### config.mk
export PLATFORM = sky130hd
export DESIGN_NAME = max_pool_2x2
export DESIGN_NICKNAME = d
export VERILOG_FILES = /design/src/rtl/max_pool_2x2.sv
export SDC_FILE = /design/constraint.sdc
export NUM_CORES = 1
export LEC_CHECK = 0
export BUFFER_PORTS_ARGS = -buffer_cell sky130_fd_sc_hd__buf_2
export CAP_MARGIN = 20
export CORE_MARGIN = 5
export CORE_UTILIZATION = 50
export CTS_BUF_LIST = sky130_fd_sc_hd__clkbuf_8
export DETAILED_ROUTE_END_ITERATION = 16
export PLACE_DENSITY = 0.79
export SLEW_MARGIN = 20
export SYNTH_ARGS = -nofsm -noshare
export SYNTH_HDL_FRONTEND = slang
export SYNTH_SLANG_ARGS = --single-unit
### constraint.sdc
create_clock -name clk -period 4.65 [get_ports clk]
set_clock_uncertainty 0.2 [all_clocks]
set_input_delay 0.465 -clock clk [delete_from_list [all_inputs] [get_ports clk]]
set_output_delay 0.465 -clock clk [all_outputs]
set_load 0.01 [all_outputs]
### src/rtl/max_pool_2x2.sv
// 2x2/stride-2 max pool over a marker-framed unsigned pixel stream, using a one-line buffer of pair maxima.
// Output is registered 1 clk after the 4th window pixel; there is no backpressure, and valid_i gaps only stretch timing.
module max_pool_2x2 #(
  parameter int DATA_WIDTH = 8,
  parameter int IMG_WIDTH  = 224,
  parameter int IMG_HEIGHT = 224
) (
  input  logic                  clk,
  input  logic                  reset,
  input  logic [DATA_WIDTH-1:0] data_i,
  input  logic                  valid_i,
  input  logic                  sop_i,
  input  logic                  eop_i,
  input  logic                  sof_i,
  input  logic                  eof_i,
  output logic [DATA_WIDTH-1:0] data_o,
  output logic                  data_valid_o,
  output logic                  sop_o,
  output logic                  eop_o,
  output logic                  sof_o,
  output logic                  eof_o,
  output logic                  err_o
);

  localparam int CW  = $clog2(IMG_WIDTH + 1);
  localparam int RW  = $clog2(IMG_HEIGHT + 1);
  localparam int LBN = IMG_WIDTH / 2;
  localparam int LBW = (LBN > 1) ? $clog2(LBN) : 1;

  localparam logic [1:0] IDLE     = 2'd0;
  localparam logic [1:0] ROW_EVEN = 2'd1;
  localparam logic [1:0] ROW_ODD  = 2'd2;

  logic [1:0]            state, state_nxt, st_cur;
  logic [CW-1:0]         col, col_nxt, col_cur;
  logic [RW-1:0]         row, row_nxt, row_cur;
  logic [DATA_WIDTH-1:0] hold;
  logic [DATA_WIDTH-1:0] linebuf [LBN];
  logic [LBW-1:0]        lb_idx;
  logic [DATA_WIDTH-1:0] lb_rd, pair_max, quad_max;
  logic                  line_end, active, in_range, odd_col, take, emit, lb_wr;
  logic                  lone_eop, overrun, mid_sop, odd_eof, err_nxt;

  always_comb begin
    // sof_i realigns the frame from any state, so it overrides the registered position.
    st_cur   = sof_i ? ROW_EVEN : state;
    col_cur  = (sop_i || sof_i) ? '0 : col;
    row_cur  = sof_i ? '0 : row;
    line_end = eop_i || eof_i;
    active   = valid_i && (st_cur != IDLE);
    in_range = (col_cur < CW'(IMG_WIDTH));
    odd_col  = col_cur[0];
    lb_idx   = col_cur[LBW:1];
    lb_rd    = linebuf[lb_idx];
    pair_max = (data_i > hold) ? data_i : hold;
    quad_max = (lb_rd > pair_max) ? lb_rd : pair_max;

    take     = active && in_range && (odd_col || !line_end);
    emit     = take && odd_col && (st_cur == ROW_ODD);
    lb_wr    = take && odd_col && (st_cur == ROW_EVEN);

    lone_eop = active && in_range && !odd_col && line_end;
    overrun  = active && (col_cur == CW'(IMG_WIDTH - 1)) && !line_end;
    mid_sop  = valid_i && sop_i && !sof_i && (state != IDLE) && (col != '0);
    odd_eof  = active && eof_i && (st_cur == ROW_EVEN);

    state_nxt = state;
    col_nxt   = col;
    row_nxt   = row;
    if (valid_i) begin
      state_nxt = st_cur;
      col_nxt   = col_cur;
      row_nxt   = row_cur;
      if (active) begin
        if (line_end) begin
          col_nxt = '0;
          row_nxt = row_cur + RW'(1);
          if (eof_i) state_nxt = IDLE;
          else       state_nxt = (st_cur == ROW_EVEN) ? ROW_ODD : ROW_EVEN;
        end else if (in_range) begin
          col_nxt = col_cur + CW'(1);
        end
      end
    end

    // A frame that never reached eof_i leaves the FSM out of IDLE; that is the incomplete-frame case.
    err_nxt = err_o;
    if (valid_i && sof_i) err_nxt = (state != IDLE);
    if (lone_eop || overrun || mid_sop || odd_eof) err_nxt = 1'b1;
  end

  always_ff @(posedge clk or posedge reset) begin
    if (reset) begin
      state        <= IDLE;
      col          <= '0;
      row          <= '0;
      hold         <= '0;
      data_o       <= '0;
      data_valid_o <= 1'b0;
      sop_o        <= 1'b0;
      eop_o        <= 1'b0;
      sof_o        <= 1'b0;
      eof_o        <= 1'b0;
      err_o        <= 1'b0;
    end else begin
      state        <= state_nxt;
      col          <= col_nxt;
      row          <= row_nxt;
      err_o        <= err_nxt;
      if (take && !odd_col) hold <= data_i;
      if (emit) data_o <= quad_max;
      data_valid_o <= emit;
      sop_o        <= emit && (col_cur == CW'(1));
      eop_o        <= emit && line_end;
      sof_o        <= emit && (col_cur == CW'(1)) && (row_cur == RW'(1));
      eof_o        <= emit && eof_i;
    end
  end

  always_ff @(posedge clk) begin
    if (lb_wr) linebuf[lb_idx] <= pair_max;
  end

endmodule

==> metrics.md, run 1 <==
| Metric | Value |
|---|---|
| Combinational fraction of design power | 0.092 |
| Final Max Slew Viols | 0 |
| IO buf count | 28 |
| Post-Layout Cell Count | 3780 |
| Gpl congestion | 0.979 |
| Switch Pwr | 4.57 mW |
| Sequential share of the synthesized area | 0.749 |
| Post-synth cell types | 81 |
| Peak supply drop | 291 uV |
| Total CTS buffers | 147 |
| Post-place instance area | 0.0405 sq mm |
| Part of the cycle the worst path needs | 1.00 |
| Vias per cell | 6.50 |
| Worst hold path type | in -> reg |
| Syn_area_per_cell | 15.9 sq um |
| Post-route setup slack | -13.0 ps |
| CTS tree | built |
| Post-synth EDFFs | 896 |
| Grt met3 use | 0.0846 |
| Most used DFF post-synth | edfxtp_1 |
| ANT nets after route | 0 |
| Endpoints failing hold | 0 |
| Critical path class | reg -> reg |
| Multi-input gate area | 0.00890 sq mm |
| Status | finished, violations left |
| Synth cell count leaders | edfxtp_1, nor2_1, mux2i_1, nand2_1, o22ai_1 |
| Clk Latency, worst-skew pair | 830 ps |
| Routing usage on met1 | 0.355 |
| Chip width | 283 um |
| Util after Layout | 0.592 |
| FF+latch area | 0.0279 sq mm |
| Dpl cells | 3482 |
| Clock Pin Slew Worst Setup and Hold Paths | 60 ps |
| Initial antenna violation count | 1 |
| GRT Util Overall | 0.273 |
| Tmin final | 4660 ps |
| Warnings, synthesis | 0 |
| Synthesized area | 0.0373 sq mm |
| Synth-to-layout area growth | 17.8% |
| Clock Tree Root | clkbuf_8 |
| Worst slew pin tran | 1110 ps |
| Setup TNS | -13.0 ps |
| Critical Path End Type | flip-flop |
| Max_slew headroom | 0.254 |
| P_leak | 14.5 nW |
| Synth area leaders | edfxtp_1, mux2i_1, dfrtp_1 |
| Number of synthesized register bits | 936 |
| Max Cap Viol | 0 |
| Vias in the first global route | 24200 |
| Cell taking the most area after synthesis | edfxtp_1 |
| Fillers | 5339 |
| # nets final | 2733 |
| Final global-route overflow total | 0 |
| P_int | 13.7 mW |
| Vias | 24600 |
| Clk sinks | 936 |
| DR WL/cell | 29.7 um |
| CP required | 5200 ps |
| CTS max path bufs | 3 |
| Core area | 0.0742 sq mm |
| Critical path arrival | 5210 ps |
| TritonRoute pass-1 iters | 7 |
| Vert. Die Dim | 283 um |
| I/O pin cnt | 29 |
| Routed wire length | 112000 um |
| Initial core utilization | 0.502 |
| DPL Wire Length | 73200 um |
| Synth top area share | 0.722 |
| Finished Cell Area | 0.0439 sq mm |
| # DRC | 0 |
| Final setup viols | 1 |
| Pin count of the biggest net entering global routing | 113 |
| Async SR Flop Fraction | 0.0427 |
| Detailed Route Iter0 Violations | 3510 |
| CP Max Fanout | 6 |
| Failing checks | setup timing |
| Net Sw Frac | 0.250 |
| Sequential Power Share | 0.553 |
| Crit path launch type | flip-flop |
| Pwr Density | 416 mW/mm^2 |
| Share of layout cells above drive strength 1 | 0.240 |
| H-tree levels | 4 |
| Die area | 0.0801 sq mm |
| Share of total power in the clock network | 0.355 |
| Mapped Nets | 2373 |
| Row Count | 100 |
| Gr busiest metal | met2 |
| First-pass GRT wire length | 162000 um |
| Count leader, synth | edfxtp_1 |
| Met2 Track Usage GR | 0.423 |
| Mapped Cells | 2338 |
| Max Fclk | 214 MHz |
==> placed cells by master (no fill, tap or decap), types with 33 or more instances in the layout <==
| cell | synthesis | final |
|---|---|---|
| edfxtp_1 | 896 | 896 |
| buf_4 | 28 | 259 |
| nor2_1 | 161 | 158 |
| mux2i_1 | 158 | 154 |
| clkbuf_8 | 0 | 150 |
| nand2_1 | 122 | 121 |
| o22ai_1 | 120 | 119 |
| mux2_2 | 84 | 82 |
| a21oi_1 | 78 | 76 |
| inv_1 | 29 | 66 |
| o21ai_0 | 72 | 61 |
| a22oi_1 | 58 | 55 |
| clkinv_1 | 1 | 40 |
| dfrtp_1 | 40 | 37 |
| nor3_1 | 33 | 33 |
==> power by group through the flow <==
stage               clock (mW)  combinational [mW]  sequential [mW]
global placement             0                1.53             10.3
finish                    6.49                1.69             10.1
detailed placement           0                1.60             10.3
CTS                       6.52                1.62             10.1
global route              6.95                1.78             10.1
floorplan                    0               0.749             10.3
==> flip-flops by register name, summed over array words and instances, names as in the netlist, 2 cells and up <==
name	count
row	8
linebuf	896
data_o	8
state	2
col	8
hold	8
==> through the flow <==
stage,setup slack [ps],hold WS (ps),power (mW)
3_3_place_gp,-402,264,11.8
5_1_grt,-32.5,110,18.8
6_report,-13.0,121,18.3
2_1_floorplan,109,244,11.1
3_5_place_dp,-391,276,11.9
4_1_cts,4.10,32.1,18.2
==> path summary, 6_finish.rpt <==
path / cells past startpoint / from / slack (ps) / endpoint
hold / removal: 4 / sop_i / 120 / col[5]$_DFFE_PP0P_
min in group asynchronous: 4 / reset / 140 / data_o[7]$_DFFE_PP0P_
setup / recovery: 22 / col[1]$_DFFE_PP0P_ / -10 / data_o[5]$_DFFE_PP0P_
setup reg to reg: 22 / col[1]$_DFFE_PP0P_ / -10 / data_o[5]$_DFFE_PP0P_
hold reg to reg: 1 / row[7]$_DFFE_PP0P_ / 290 / row[7]$_DFFE_PP0P_
max in group asynchronous: 4 / reset / 3720 / col[1]$_DFFE_PP0P_
==> cell type report <==
cell class,count,area share
multi-input cells,1234,0.203
clock inverters,111,0.0142
inverters,30,0.00274
flip-flops and latches,936,0.636
well taps,969,0.0276
diodes,1,0.0000570
repair buffers,349,0.0699
clock buffers,150,0.0470
==> worst max-delay path: stages, from the launching register on <==
cell and delay (ps):
dfrtp_4 530, buf_4 170, buf_4 130, or4b_4 200, buf_4 130, buf_6 140, o22ai_1 100, a2111oi_2 360
o22ai_1 150, buf_4 150, a211o_1 290, nand3b_1 360, inv_2 160, ha_4 210, o21a_1 100, o21a_1 170
o21a_1 180, o21ai_2 120, a22oi_2 90, buf_6 140, buf_4 130, o21a_1 200, a21oi_1 180
==> layer usage <==
layer,vias up,share of wire
met2,2015,0.46
met3,429,0.13
met1,12100,0.35
met5,-,0.00066
met4,4,0.057
li1,10000,-
==> cell families (layout without fill, tap and decap cells) <==
group	count (synthesis)	count (layout)	synth area share
buf+inv	168	640	0.0213
flops	936	936	0.749
simple gates	432	432	0.0545
fa+ha+maj	20	20	0.00671
mux	247	247	0.0708
compound gates	529	529	0.0965
xor+xnor	6	6	0.00141
other cells	0	1	0
==> timing repair <==
item                                   CTS  global route
buffers inserted                         5            11
hold buffers                            16             0
pin swaps                                3            19
gates cloned                             1             2
endpoints found under the hold margin   66             0
gates resized for setup                 22            61
setup endpoints to repair                7             8
(Power assumes the default switching activity.)
==> run 2, diff against run 1 <==
--- a/config.mk
+++ b/config.mk
@@ -11,7 +11,7 @@
 export CORE_UTILIZATION = 50
 export CTS_BUF_LIST = sky130_fd_sc_hd__clkbuf_8
 export DETAILED_ROUTE_END_ITERATION = 16
-export PLACE_DENSITY = 0.79
+export PLACE_DENSITY = 0.76
 export SLEW_MARGIN = 20
 export SYNTH_ARGS = -nofsm -noshare
 export SYNTH_HDL_FRONTEND = slang
==> constraint.sdc (replaced) <==
create_clock -name clk -period 5.4 [get_ports clk]
set_clock_uncertainty 0.2 [all_clocks]
set_input_delay 0.54 -clock clk [delete_from_list [all_inputs] [get_ports clk]]
set_output_delay 0.54 -clock clk [all_outputs]
set_load 0.01 [all_outputs]
==> metrics.md, run 2 (synthesis results as in run 1) <==
| Metric | Value |
|---|---|
| Status | finished clean |
| Core area | 0.0742 sq mm |
| Die area | 0.0801 sq mm |
| Setup TNS | 0 ps |
| GRT Util Overall | 0.280 |
| Fillers | 5611 |
| Worst Setup EP | data_o[1]$_DFFE_PP0P_ |
| Reg2Reg Depth | 18 |
| Crit path launch type | flip-flop |
| Clk sinks | 936 |
| I/O pin cnt | 29 |
| Max Cap Viol | 0 |
| Reg2reg setup slack | 70 ps |
| DR WL/cell | 32.1 um |
| Final setup viols | 0 |
| First-pass GRT wire length | 165000 um |
| # nets final | 2565 |
| Initial core utilization | 0.502 |
| Chip width | 283 um |
| Register with the most flip-flops | linebuf |
| Worst hold slack | 139 ps |
| Most frequent cells in the layout | edfxtp_1, nor2_1, mux2i_1, clkbuf_8, buf_4 |
| CTS tree | built |
| Endpoints failing hold | 0 |
| Initial antenna violation count | 4 |
| Vias | 24000 |
| Worst hold path type | in -> reg |
| Total CTS buffers | 145 |
| Most common cell after layout, fill and taps aside | edfxtp_1 |
| Routed wire length | 116000 um |
| IO buf count | 28 |
| Clk Latency, worst-skew pair | 820 ps |
| Crit path launch | col[3]$_DFFE_PP0P_ |
| CP required | 5950 ps |
| Tmin final | 5330 ps |
| Row Count | 100 |
| # DRC | 0 |
| Vias in the first global route | 23700 |
| TritonRoute pass-1 iters | 9 |
| Critical Path End Type | flip-flop |
| FF-to-FF End | data_o[1]$_DFFE_PP0P_ |
| Setup Slack @ Placement | 98.9 ps |
| Max Fclk | 188 MHz |
| Reg-to-Reg Start | col[3]$_DFFE_PP0P_ |
| Pin count of the biggest net entering global routing | 91 |
| Clock Pin Slew Worst Setup and Hold Paths | 70 ps |
| Post-route setup slack | 69.9 ps |
| Vias per cell | 6.66 |
| Critical path class | reg -> reg |
| Max reg flops | 896 |
| Clock Tree Root | clkbuf_8 |
| P_leak | 13.4 nW |
| Tot Pwr | 15.4 mW |
| CTS max path bufs | 3 |
| Max_slew headroom | 0.208 |
| Pwr Density | 367 mW/mm^2 |
| ANT nets after route | 0 |
| Vert. Die Dim | 283 um |
| Peak supply drop | 266 uV |
| Final global-route overflow total | 0 |
| DPL Wire Length | 73700 um |
| H-tree levels | 4 |
| Part of the cycle the worst path needs | 0.987 |
| Final Max Slew Viols | 0 |
| CP Max Fanout | 21 |
| Synth-to-layout area growth | 12.6% |
| Critical path arrival | 5880 ps |
| Gpl congestion | 0.977 |
| Detailed Route Iter0 Violations | 3821 |
| Worst slew pin tran | 1180 ps |
| Share of layout cells above drive strength 1 | 0.181 |
| RSZ-0062 raised after global routing | no |
[run 2: through the flow]
stage	area, sq um	util	cells
floorplan	37300	-	2338
global placement	39300	0.529	3338
detailed placement	39300	0.529	3338
CTS	41900	0.565	3601
global route	42000	0.566	3603
finish	42000	0.566	3604
[run 2: layout make-up]
cell class | count | area (sq um) | share of cell area
Sequential cell | 936 | 27900 | 0.665
Multi-Input combinational cell | 1234 | 8650 | 0.206
Antenna cell | 2 | 5.00 | 0.000119
Clock inverter | 103 | 509 | 0.0121
Inverter | 30 | 120 | 0.00286
Timing Repair Buffer | 183 | 1540 | 0.0366
Tap cell | 969 | 1210 | 0.0289
Clock buffer | 147 | 2020 | 0.0482
[run 2: repair_timing]
item                                    in CTS  in global routing
hold buffers                                13                  0
resized for setup                            0                  2
hold endpoints to repair                    61                  0
endpoints found under the setup margin       0                  7
buffers inserted                             0                  1
[run 2: worst min path at each step]
stage / to / start / slack (ps) / depth (start not counted)
3_3_place_gp: row[7]$_DFFE_PP0P_ / row[7]$_DFFE_PP0P_ / 270 / 1
3_5_place_dp: data_o[7]$_DFFE_PP0P_ / data_o[7]$_DFFE_PP0P_ / 300 / 2
2_1_floorplan: row[7]$_DFFE_PP0P_ / row[7]$_DFFE_PP0P_ / 240 / 1
4_1_cts: row[6]$_DFFE_PP0P_ / sof_i / 80 / 3
6_report: row[6]$_DFFE_PP0P_ / sof_i / 140 / 3
5_1_grt: row[7]$_DFFE_PP0P_ / sof_i / 180 / 3
[run 2: worst max-delay path, cell delays in order, from the launching register on]
cell	delay, ps
dfrtp_4	590
buf_4	400
buf_4	300
mux2i_1	100
a221o_1	320
o41ai_1	800
o21ba_2	280
a211o_1	230
nand3b_1	310
inv_1	130
ha_1	250
o21a_1	120
o21a_1	170
o21a_1	160
o21ai_0	140
a22oi_1	80
buf_4	200
or3_1	350
nand3_1	90
[run 2: power breakdown]
part	switching, mW	internal [mW]
sequential	0.0307	8.67
clock	2.78	2.56
combinational	1.13	0.259
[run 2: metal layers]
layer,up-vias,GRT usage,part of all wire
met2,2078,0.428,0.45
met4,2,0.156,0.068
li1,9692,-,-
met1,11800,0.362,0.35
met5,-,0,0.00011
met3,465,0.0859,0.14
